File: src/rtl/regfile_mp.sv
// Multi-ported register file for the dual-issue ID stage: two read ports, two
// prioritised write ports, write-to-read bypass and a post-reset clear sequencer.
module regfile_mp #(
  parameter int DATA_W   = 32,
  parameter int ADDR_W   = 5,
  parameter int ZERO_REG = 1,
  parameter int REG_OUT  = 0
) (
  input  logic              clk,
  input  logic              rst_n,
  input  logic [ADDR_W-1:0] ra0,
  input  logic [ADDR_W-1:0] ra1,
  output logic [DATA_W-1:0] rd0,
  output logic [DATA_W-1:0] rd1,
  input  logic [ADDR_W-1:0] wa0,
  input  logic [DATA_W-1:0] wd0,
  input  logic              we0,
  input  logic [ADDR_W-1:0] wa1,
  input  logic [DATA_W-1:0] wd1,
  input  logic              we1,
  output logic              busy,
  output logic              wr_conflict
);

  localparam int DEPTH = 1 << ADDR_W;
  localparam bit ZR    = (ZERO_REG != 0);

  typedef enum logic {
    CLEAR,
    RUN
  } state_t;

  state_t            state, state_nxt;
  logic [ADDR_W-1:0] cnt, cnt_nxt;
  logic [DATA_W-1:0] mem [DEPTH];

  logic              run;
  logic              wen0, wen1;
  logic              conflict;
  logic [DATA_W-1:0] res0, res1;

  always_ff @(posedge clk) begin
    if (!rst_n) begin
      state <= CLEAR;
      cnt   <= '0;
    end else begin
      state <= state_nxt;
      cnt   <= cnt_nxt;
    end
  end

  always_comb begin
    state_nxt = state;
    cnt_nxt   = cnt;
    case (state)
      CLEAR: begin
        if (cnt == ADDR_W'(DEPTH - 1)) begin
          state_nxt = RUN;
        end else begin
          cnt_nxt = cnt + 1'b1;
        end
      end
      RUN: begin
        state_nxt = RUN;
      end
      default: begin
        state_nxt = CLEAR;
      end
    endcase
  end

  assign run  = (state == RUN);
  assign busy = (state == CLEAR);

  // Writes to a hardwired-zero entry are dropped entirely: no store, no bypass, no conflict.
  assign wen0     = run & we0 & ~(ZR & (wa0 == '0));
  assign wen1     = run & we1 & ~(ZR & (wa1 == '0));
  assign conflict = wen0 & wen1 & (wa0 == wa1);

  // Port 1 is written last so it wins on a shared address.
  always_ff @(posedge clk) begin
    if (rst_n) begin
      if (!run) begin
        mem[cnt] <= '0;
      end else begin
        if (wen0) mem[wa0] <= wd0;
        if (wen1) mem[wa1] <= wd1;
      end
    end
  end

  always_ff @(posedge clk) begin
    if (!rst_n) begin
      wr_conflict <= 1'b0;
    end else begin
      wr_conflict <= conflict;
    end
  end

  always_comb begin
    res0 = mem[ra0];
    if (!run || (ZR && (ra0 == '0))) begin
      res0 = '0;
    end else if (wen1 && (wa1 == ra0)) begin
      res0 = wd1;
    end else if (wen0 && (wa0 == ra0)) begin
      res0 = wd0;
    end
  end

  always_comb begin
    res1 = mem[ra1];
    if (!run || (ZR && (ra1 == '0))) begin
      res1 = '0;
    end else if (wen1 && (wa1 == ra1)) begin
      res1 = wd1;
    end else if (wen0 && (wa0 == ra1)) begin
      res1 = wd0;
    end
  end

  if (REG_OUT != 0) begin : g_reg_out
    logic [DATA_W-1:0] rd0_q, rd1_q;

    always_ff @(posedge clk) begin
      if (!rst_n) begin
        rd0_q <= '0;
        rd1_q <= '0;
      end else begin
        rd0_q <= res0;
        rd1_q <= res1;
      end
    end

    assign rd0 = rd0_q;
    assign rd1 = rd1_q;
  end else begin : g_comb_out
    assign rd0 = res0;
    assign rd1 = res1;
  end

endmodule

File: config.mk
export PLATFORM = sky130hd
export DESIGN_NAME = regfile_mp
export DESIGN_NICKNAME = d
export VERILOG_FILES = /design/src/rtl/regfile_mp.sv
export SDC_FILE = /design/constraint.sdc
export NUM_CORES = 2
export LEC_CHECK = 0
export CAP_MARGIN = 20
export CORE_ASPECT_RATIO = 0.7
export CORE_UTILIZATION = 60
export DETAILED_ROUTE_END_ITERATION = 12
export GPL_TIMING_DRIVEN = 0
export PLACE_DENSITY = 0.78
export SLEW_MARGIN = 40
export SYNTH_ARGS = -nofsm -noshare
export SYNTH_HDL_FRONTEND = slang
export SYNTH_SLANG_ARGS = --single-unit
File: constraint.sdc
create_clock -name clk -period 4.7 [get_ports clk]
set_input_delay 0.705 -clock clk [delete_from_list [all_inputs] [get_ports clk]]
set_output_delay 0.705 -clock clk [all_outputs]
set_load 0.01 [all_outputs]
==> run summary <==
cell count after synthesis: 5,808
met2 wire len: 105,000 um
Max Fclk: 207 MHz
CP Max Fanout: 10
total CTS buffers: 103
hold path start: wd1[30]
Worst R2R End: mem[20][0]
Synth Cell Area: 60,300 um2
DP HPWL: 204,000 um
post-layout min period: 4840 ps
P&R area growth vs syn: 16.1%
PwrDens: 293 nW/um2
residual DRC count: 0
crit-path most repeated cell: buf_4
Switching Share: 26.1%
sequential power share: 49.0%
Logic pwr share: 10.3%
M1 WL: 91,900 um
# rows: 96
clk_skew: 23.7 ps
DR iter-0 viols: 11,900
register bit count reported by yosys: 1,031
Sw Pwr: 5.35 mW
clock buffer depth: 3
R2R Setup Slk: 770 ps
CP Buf/Inv Count: 6
Final Cycle Share: 103%
Setup Viol. Count Final: 36
Post-CTS Hold Buffers: 0
Vias/cell: 7.56
Final Cell Area: 70,000 um2
max-slew violation count: 0
Initial Utilization: 61.0%
CP endpoint kind: output port
Hold Path End: mem[31][30]
# clock sinks: 1,031
DP Area: 65,200 um2
Post-Layout Cell Count: 7,535
worst skew pair latency: 740 ps
share of cells above drive strength 1: 13.2%
status: finished, violations left
Data arrival, critical path: 4130 ps
max incr delay on CP: 600 ps
gpl congestion: 1.07
die width: 381 um
number of global-route vias before repair: 52,600
placed instance count: 7,323
power share of the clock group: 40.7%
Hold Fails Final Rpt: 0
FFs w/ async S/R, synth: 0%
antenna violations before repair: 16
DR WL met3: 49,800 um
post-route antenna net violation count: 0
Remaining Overflow, GRT: 0
Total Nets Final: 6,206
Pre-antenna DRT Iters: 9
htree depth: 3
Worst Setup Start Kind: input port
Clk pin slew, worst setup/hold paths: 70 ps
full die area: 102,000 um2
syn_area_per_cell: 10.4 um2
Tot GR Track Use: 51.4%
pin count of the biggest net entering global routing: 18
worst path cell trace: clkdlybuf4s50_1 > buf_4 > buf_4 > nand4b_1 > buf_4 > buf_4 > o22ai_1 > nor4_4 > a41oi_1 > a22o_1 > clkdlybuf4s50_1
static leakage: 23.9 nW
Synth Flop Type: edfxtp_1
Worst Max-Slew Pin Slew: 1020 ps
Crit path max-delay family: buffers and inverters
I/O Pins: 154
register area share after synthesis: 51.3%
DR top layer: met5
Peak VDD IR: 0.283 mV
Routed WL per cell: 35.8 um
Post-Route WL: 269,000 um
dpl ws: -874 ps
distinct cell type count after synthesis: 63
slowest stage cell on the critical path: nor4_4
FF-to-FF Start: run
hold depth: 3
Synth Net Count: 5,898
CTS root buf: clkbuf_16
hold crit path type: input port to register
CTS tree: done
chip height: 267 um
worst rel slew slack: 31.8%
CP Data Required Time: 3990 ps
r2r worst-path depth: 7
crit path kind: input port to output port
failing checks: negative setup slack
Max-Cap Viols: 0
Via Count: 56,900
Pint: 15.2 mW
Post-synth EDFFs: 1,024
first-pass GRT wire length: 370,000 um
Setup WS post-layout: -136 ps
YS warnings: 0
Port Buffer Count: 107
core area: 98,700 um2
==> worst register-to-register path: stages, from the launching register on <==
cell and delay [ps]:
dfxtp_1 310, buf_2 260, nand2_1 170, nor3b_2 330, nand3_1 530, nor2_2 840
clkbuf_1 790, o21ai_0 360
==> power groups by stage <==
stage	clock network (mW)	registers [mW]	logic [mW]
5_1_grt	8.46	10.1	2.09
6_report	8.34	10.1	2.12
2_1_floorplan	0	10.2	1.02
3_5_place_dp	0	10.3	1.82
3_3_place_gp	0	10.3	1.72
4_1_cts	8.14	10.1	1.94
==> logic make-up (layout without fill, tap and decap cells) <==
logic type	Yosys count	count (layout)	share of synthesized area, %
compound gates	1738	1738	16.7
xor+xnor	28	28	0.407
fa+ha+maj	2	2	0.0415
buf+inv	731	1124	5.12
flops	1031	1031	51.3
mux	954	954	17.4
other cells	0	11	0
simple gates	1324	1324	9.09
==> through the flow <==
step	setup TNS [ps]	util, %	power, mW	hold WS (ps)
after floorplan	0	-	11.3	507
after global placement	-2109770	63.8	12.0	540
after detailed placement	-41820	66.0	12.1	577
after CTS	-12.1	70.4	20.1	346
after global routing	-56.4	70.8	20.6	400
final	-1680	70.9	20.5	369
==> cells in the mapped netlist (all sizes together) (43+ instances only) <==
cell type	count	area (um2)
mux2i	879	8800
a221oi	64	561
nor2	71	267
a22oi	96	721
nand2	1081	4060
clkbuf	501	1920
o22ai	280	1750
nand3	43	215
buf	196	1040
mux4	74	1670
edfxtp	1024	30700
o21ai	1096	5490
==> registers in the layout, summed over array words and instances (netlist names) <==
| register | count |
|---|---|
| mem | 1024 |
| run | 1 |
| wr_conflict | 1 |
| cnt | 5 |
==> layer usage <==
layer | up-vias | track usage (%)
li1 | 22400 | -
met1 | 27000 | 67.4
met2 | 6269 | 69.7
met3 | 1225 | 20.6
met4 | 16 | 34.9
met5 | - | 0
==> layout by cell type, fill, tap and decap left out, types with 11 or more instances in the layout <==
cell,count
nand3_1,42
a221oi_2,31
buf_8,75
a221oi_1,33
buf_2,90
a22oi_1,95
buf_16,16
clkbuf_1,396
mux2i_1,873
a21o_1,31
clkbuf_16,105
xnor2_1,16
clkdlybuf4s50_1,100
clkinv_1,32
nor2_1,36
clkinv_2,23
a21oi_1,32
nor4_4,31
o22ai_1,247
a31oi_1,30
buf_4,70
o21ai_0,1083
o22ai_4,31
inv_1,34
or4_4,29
diode_2,11
a41oi_1,31
mux4_2,74
nor2_2,28
a311oi_1,26
buf_6,38
a22o_1,31
nand2_1,1081
edfxtp_1,1024
xor2_1,12
clkbuf_2,90
clkbuf_4,23
==> cell type report <==
type                       instances  area, um2
buffer                           694       3600
tap                             1323       1660
clock buffer                     120       2680
fill                            7297      28800
multi-input combinational       4046      27800
clock inverter                    70        527
timing repair buffer             206       2660
antenna                           11       27.5
inverter                          34        128
sequential                      1031      30900
==> worst max path at each step <==
| stage | cells past startpoint | endpoint | startpoint |
|---|---|---|---|
| global route | 10 | rd0[23] | ra0[1] |
| global placement | 8 | mem[30][7] | wa0[3] |
| detailed placement | 10 | rd0[23] | ra0[2] |
| finish | 11 | rd0[8] | ra0[1] |
| floorplan | 8 | mem[2][0] | wa0[3] |
| CTS | 11 | rd1[6] | ra1[2] |
==> what timing repair did <==
item | 4_1_cts | 5_1_grt
buffers inserted | 11 | 2
setup endpoints to repair | 64 | 64
pin swaps | 25 | 23
resized for setup | 288 | 148
hold endpoints to repair | 0 | 0
No activity file was read; power rests on OpenSTA's default activity.
